File: src/rtl/id_stage.sv
// Instruction decode stage: field split, 15-entry register file, control decode, condition check, hazard detection.
// Latency: fully combinational decode; register-file writes commit on the rising clk edge.
// Backpressure: raises Hazard in the same cycle to stall IF and PC; stalled decodes have their side-effecting controls zeroed.
//
// Ports:
//   clk, rst                     clock; asynchronous active-high reset (R[i] = i)
//   Instruction, PC_in, Status   IF/ID register contents and current NZCV flags
//   WB_WB_EN, WB_Dest, WB_Value  write-back port into the register file
//   EXE_*, MEM_*, Forward_EN     hazard sources from later stages
//   MEM_R_EN .. Status_out       decoded fields and operands for the ID/EX register
//   Hazard                       stall request
module id_stage (
    input  logic        clk,
    input  logic        rst,
    input  logic [31:0] Instruction,
    input  logic [31:0] PC_in,
    input  logic [3:0]  Status,
    input  logic        WB_WB_EN,
    input  logic [3:0]  WB_Dest,
    input  logic [31:0] WB_Value,
    input  logic        EXE_WB_EN,
    input  logic [3:0]  EXE_Dest,
    input  logic        EXE_MEM_R_EN,
    input  logic        MEM_WB_EN,
    input  logic [3:0]  MEM_Dest,
    input  logic        Forward_EN,
    output logic        MEM_R_EN,
    output logic        MEM_W_EN,
    output logic        WB_EN,
    output logic        Imm,
    output logic        B,
    output logic        S,
    output logic [3:0]  EX_CMD,
    output logic [3:0]  Dest,
    output logic [3:0]  src1,
    output logic [3:0]  src2,
    output logic [11:0] shifter_operand,
    output logic [23:0] signed_immediate,
    output logic [31:0] PC_out,
    output logic [31:0] Val_Rn,
    output logic [31:0] Val_Rm,
    output logic [3:0]  Status_out,
    output logic        Hazard
);

    // Instruction fields
    logic [3:0] cond;
    logic [1:0] mode;
    logic       i_bit;
    logic [3:0] opcode;
    logic       s_l;
    logic [3:0] rn;
    logic [3:0] rd;
    logic [3:0] rm;

    assign cond   = Instruction[31:28];
    assign mode   = Instruction[27:26];
    assign i_bit  = Instruction[25];
    assign opcode = Instruction[24:21];
    assign s_l    = Instruction[20];
    assign rn     = Instruction[19:16];
    assign rd     = Instruction[15:12];
    assign rm     = Instruction[3:0];

    logic is_str;
    assign is_str = (mode == 2'b01) && !s_l;

    assign src1 = rn;
    assign src2 = is_str ? rd : rm;

    // Register file: R0..R14; address 15 is the PC and is never stored.
    logic [31:0] regs [0:14];

    always_ff @(posedge clk or posedge rst) begin
        if (rst) begin
            for (int i = 0; i < 15; i++) begin
                regs[i] <= 32'(i);
            end
        end else if (WB_WB_EN && (WB_Dest != 4'd15)) begin
            regs[WB_Dest] <= WB_Value;
        end
    end

    // Write-through bypass is suppressed during reset so reads show the reset contents.
    logic wb_bypass;
    assign wb_bypass = WB_WB_EN && !rst && (WB_Dest != 4'd15);

    always_comb begin
        if (src1 == 4'd15) begin
            Val_Rn = PC_in;
        end else if (wb_bypass && (WB_Dest == src1)) begin
            Val_Rn = WB_Value;
        end else begin
            Val_Rn = regs[src1];
        end
    end

    always_comb begin
        if (src2 == 4'd15) begin
            Val_Rm = PC_in;
        end else if (wb_bypass && (WB_Dest == src2)) begin
            Val_Rm = WB_Value;
        end else begin
            Val_Rm = regs[src2];
        end
    end

    // Control decode before condition/hazard squashing
    logic dec_mem_r, dec_mem_w, dec_wb, dec_b, dec_s;

    always_comb begin
        EX_CMD    = 4'b0000;
        dec_mem_r = 1'b0;
        dec_mem_w = 1'b0;
        dec_wb    = 1'b0;
        dec_b     = 1'b0;
        dec_s     = 1'b0;
        case (mode)
            2'b00: begin
                dec_wb = 1'b1;
                dec_s  = s_l;
                case (opcode)
                    4'b1101: EX_CMD = 4'b0001;                  // MOV
                    4'b1111: EX_CMD = 4'b1001;                  // MVN
                    4'b0100: EX_CMD = 4'b0010;                  // ADD
                    4'b0101: EX_CMD = 4'b0011;                  // ADC
                    4'b0010: EX_CMD = 4'b0100;                  // SUB
                    4'b0110: EX_CMD = 4'b0101;                  // SBC
                    4'b0000: EX_CMD = 4'b0110;                  // AND
                    4'b1100: EX_CMD = 4'b0111;                  // ORR
                    4'b0001: EX_CMD = 4'b1000;                  // EOR
                    4'b1010: begin EX_CMD = 4'b0100; dec_wb = 1'b0; end  // CMP
                    4'b1000: begin EX_CMD = 4'b0110; dec_wb = 1'b0; end  // TST
                    default: begin dec_wb = 1'b0; dec_s = 1'b0; end
                endcase
            end
            2'b01: begin
                EX_CMD    = 4'b0010;
                dec_mem_r = s_l;
                dec_wb    = s_l;
                dec_mem_w = !s_l;
            end
            2'b10: dec_b = 1'b1;
            default: ;
        endcase
    end

    // Condition evaluation, Status = {N, Z, C, V}
    logic flag_n, flag_z, flag_c, flag_v, cond_ok;
    assign {flag_n, flag_z, flag_c, flag_v} = Status;

    always_comb begin
        case (cond)
            4'h0: cond_ok = flag_z;
            4'h1: cond_ok = !flag_z;
            4'h2: cond_ok = flag_c;
            4'h3: cond_ok = !flag_c;
            4'h4: cond_ok = flag_n;
            4'h5: cond_ok = !flag_n;
            4'h6: cond_ok = flag_v;
            4'h7: cond_ok = !flag_v;
            4'h8: cond_ok = flag_c && !flag_z;
            4'h9: cond_ok = !flag_c || flag_z;
            4'hA: cond_ok = (flag_n == flag_v);
            4'hB: cond_ok = (flag_n != flag_v);
            4'hC: cond_ok = !flag_z && (flag_n == flag_v);
            4'hD: cond_ok = flag_z || (flag_n != flag_v);
            4'hE: cond_ok = 1'b1;
            default: cond_ok = 1'b0;
        endcase
    end

    // Hazard detection: which sources are actually read by this instruction
    logic uses_rn, two_src;
    assign uses_rn = !((mode == 2'b00) && ((opcode == 4'b1101) || (opcode == 4'b1111)))
                     && (mode != 2'b10);
    assign two_src = ((mode == 2'b00) && !i_bit) || is_str;

    logic exe_hit, mem_hit, hz_nofwd, hz_fwd;
    assign exe_hit = (uses_rn && (src1 == EXE_Dest)) || (two_src && (src2 == EXE_Dest));
    assign mem_hit = (uses_rn && (src1 == MEM_Dest)) || (two_src && (src2 == MEM_Dest));
    assign hz_nofwd = (EXE_WB_EN && exe_hit) || (MEM_WB_EN && mem_hit);
    // With forwarding only a load in EXE cannot be forwarded in time.
    assign hz_fwd   = EXE_MEM_R_EN && exe_hit;
    assign Hazard   = Forward_EN ? hz_fwd : hz_nofwd;

    logic squash;
    assign squash = !cond_ok || Hazard;

    assign MEM_R_EN = dec_mem_r && !squash;
    assign MEM_W_EN = dec_mem_w && !squash;
    assign WB_EN    = dec_wb    && !squash;
    assign B        = dec_b     && !squash;
    assign S        = dec_s     && !squash;

    assign Imm              = i_bit;
    assign Dest             = rd;
    assign shifter_operand  = Instruction[11:0];
    assign signed_immediate = Instruction[23:0];
    assign PC_out           = PC_in;
    assign Status_out       = Status;

endmodule

File: config.mk
export PLATFORM = sky130hd
export DESIGN_NAME = id_stage
export DESIGN_NICKNAME = d
export VERILOG_FILES = /design/src/rtl/id_stage.sv
export SDC_FILE = /design/constraint.sdc
export NUM_CORES = 1
export LEC_CHECK = 0
export CORE_MARGIN = 2
export CORE_UTILIZATION = 61
export CTS_BUF_LIST = sky130_fd_sc_hd__clkbuf_2 sky130_fd_sc_hd__clkbuf_4 sky130_fd_sc_hd__clkbuf_8
export CTS_CLUSTER_SIZE = 14
export DETAILED_ROUTE_END_ITERATION = 16
export GPL_ROUTABILITY_DRIVEN = 0
export GPL_TIMING_DRIVEN = 1
export PLACE_DENSITY = 0.84
export SYNTH_ARGS = -nofsm -noshare
export SYNTH_HDL_FRONTEND = slang
export SYNTH_SLANG_ARGS = --single-unit
File: constraint.sdc
create_clock -name clk -period 22.4 [get_ports clk]
set_clock_uncertainty 0.15 [all_clocks]
set_input_delay 3.36 -clock clk [delete_from_list [all_inputs] [get_ports clk]]
set_output_delay 3.36 -clock clk [all_outputs]
set_load 0.005 [all_outputs]
==> impl_metrics.toml <==
[status]
status = "completed"

[route]
ant_nets = 0
wl_per_cell_um = 29.8
vias_per_cell = 7.36
drt_iter0_drc = 3080
num_vias = 23800
drt_first_pass_iters = 6
drt-total-wl_mm = 96.5
drc_errors = 0

[power_and_ir_drop]
p_int_mw = 2.10
power.switching_mw = 0.897
ir_drop_mv = 0.0435
p_total_mw = 3.00
p_comb_share_pct = 29.1
power_frac_seq_pct = 42.5
p_clk_share_pct = 28.4
p_per_area_mw_per_mm2 = 85.8
p_sw_share_pct = 29.9
power.leakage_nw = 13.9

[critical_path]
rr_worst_depth = 1
cp-start-kind = "input pin"
crit_type = "input pin to primary output"
path_max_fanout = 58
cp.required_ns = 18.89
arrival_ns = 9.21
worst_setup_path_end_kind = "primary output"

[global_route]
grt_pass1_vias = 24300
grt-ovfl-total = 0
grt_usage_pct = 36.9
grt_max_degree = 88
grt_pass1_wl_mm = 147
antenna_found_initial = 5

[clock_tree]
cts_buffers = 80
cts.sinks = 480
post_cts_buffers = 0
ctsHtreeMaxLevel = 3
clockRootBuffer = "clkbuf_8"
clock_path_buffers = 3
clk_latency_ns = 0.65
cts.repair.resized = 0
hold_buffers = 0
clkSlewWorstSetupHoldPaths_ns = 0.06
cts_tree = "yes"

[floorplanning]
design.die.area_mm2 = 0.0526
fp-row-count = 82
initial_core_util_pct = 61.7
ioPinCount = 278
core-area_mm2 = 0.0502
die_h_um = 229
dieWidth_um = 229

[yosys]
ys_seq_elements = 480
synthFlopType = "dfrtp_1"
syn-mean-instance-area_um2 = 12.6
syn_nets = 2581
yosysUniqueCellTypes = 49
ys_seq_area_share_pct = 38.9
async_flop_share_pct = 100
syn-cell-area_mm2 = 0.0310
netlist_instances = 2462
yosysWarnings = 0
synth-edff-count = 0

[finish]
top_regs = "regs x480"
nFillCells = 3296
area_delta_synth_final_pct = 13.0
nets = 2620
largest-register = "regs"
multi_input_area_mm2 = 0.0174
largest_register_ffs = 480
drive_above_1_share_pct = 40.0
layout_commonest_cell = "mux2_2"
layout.cells.non_filler = 3237
seq_area_mm2 = 0.0120
most-common-layout-cells = "mux2_2, dfrtp_1, mux4_2, clkdlybuf4s50_1, nand2_1"
stdcell_area_mm2 = 0.0350

[sta]
finalSetupViolations = 0
max_freq_mhz = 78.6
slew_headroom_pct = 15.9
finalSetupTns_ns = 0
layout_min_cycle_time_ns = 12.72
max_slew.worst_pin.slew_ns = 1.26
whs_ns = 0.386
rsz0062_at_grt = "no"
slew_violations = 0
finalHoldViolCount = 0
fin_crit_sh_pct = 56.8

[hold_path]
holdPathStages = 1
min-delay-path-class = "flop to flop"

[placed_design]
dp_hpwl_mm = 54.5
dp.cells = 3091
io_buffer_count = 253
placed_area_mm2 = 0.0332

[job]
cap_violations = 0
==> per-stage QoR <==
| stage | utilization [%] | setup WS, ns |
|---|---|---|
| after CTS | 69.7 | 9.67 |
| after global routing | 69.7 | 9.37 |
| after floorplan | - | 3.40 |
| after detailed placement | 66.2 | 9.69 |
| final | 69.7 | 9.68 |
| after global placement | 66.2 | 9.86 |
==> critical path, cell delays in order <==
cell	delay (ns)
clkdlybuf4s50_1	0.64
nor3b_4	0.23
buf_4	0.53
mux2i_4	0.33
buf_4	0.77
inv_2	0.25
xnor2_1	0.24
nand4_1	0.11
or4_2	1.08
and2_2	0.74
a31oi_1	0.31
clkdlybuf4s50_1	0.56
==> logic make-up after synthesis <==
logic type / Yosys count / share of synthesized area, %
multiplexers: 870 / 41.5
flip-flops: 480 / 38.9
AND/OR/NAND/NOR: 378 / 6.05
buffers and inverters: 358 / 5.48
AO/OA/AOI/OAI: 350 / 7.32
XOR/XNOR: 26 / 0.736
==> routing by layer <==
metal / vias up / wire length (µm) / track usage, %
li1: 9502 / - / -
met1: 12200 / 34600 / 47.6
met2: 1765 / 45200 / 57.5
met3: 398 / 11000 / 9.56
met4: 6 / 5650 / 20.3
met5: - / 65 / 0
==> path summary, 6_finish.rpt <==
check | start | endpoint | slack (ns)
worst min-delay path | regs[84]$_DFFE_PP0P_ | regs[84]$_DFFE_PP0P_ | 0.39
worst max-delay path | Instruction[26] | Val_Rm[16] | 9.68
max in group asynchronous | rst | regs[23]$_DFFE_PP0P_ | 16.63
min in group asynchronous | rst | regs[71]$_DFFE_PP0P_ | 3.02
worst min register to register | regs[84]$_DFFE_PP0P_ | regs[84]$_DFFE_PP0P_ | 0.39
worst max register to register | regs[323]$_DFFE_PP0P_ | regs[323]$_DFFE_PP0P_ | 21.40
==> power by group through the flow <==
| stage | Combinational (mW) | Clock (mW) | Sequential, mW |
|---|---|---|---|
| floorplan | 0.643 | 0 | 1.21 |
| global placement | 0.829 | 0 | 1.25 |
| detailed placement | 0.861 | 0 | 1.28 |
| CTS | 0.868 | 0.855 | 1.26 |
| global route | 0.929 | 0.896 | 1.30 |
| finish | 0.873 | 0.851 | 1.28 |
==> area by class of cell <==
type,count,area share (%)
Multi-Input combinational cell,1624,49.7
Tap cell,672,2.40
Clock inverter,11,0.326
Clock buffer,133,4.72
Inverter,13,0.161
Sequential cell,480,34.4
Antenna cell,2,0.0143
Timing Repair Buffer,302,8.24
==> cell usage after synthesis, types with 17 or more instances <==
library cell	instances	area [µm²]
nand2_1	130	488
nor2_1	22	82.6
dfrtp_1	452	11300
mux2_2	482	5430
a221o_1	33	330
a31oi_1	64	400
a21oi_1	45	225
nor2b_1	70	438
buf_4	82	616
mux4_2	282	6350
o21ai_0	101	505
buf_2	17	85.1
nand3_1	110	551
o22ai_1	33	206
mux2i_1	105	1050
clkbuf_1	196	736
dfstp_2	28	736
buf_1	47	176
a2111oi_0	31	272
Note: power is estimated with default switching activity, not from simulation.
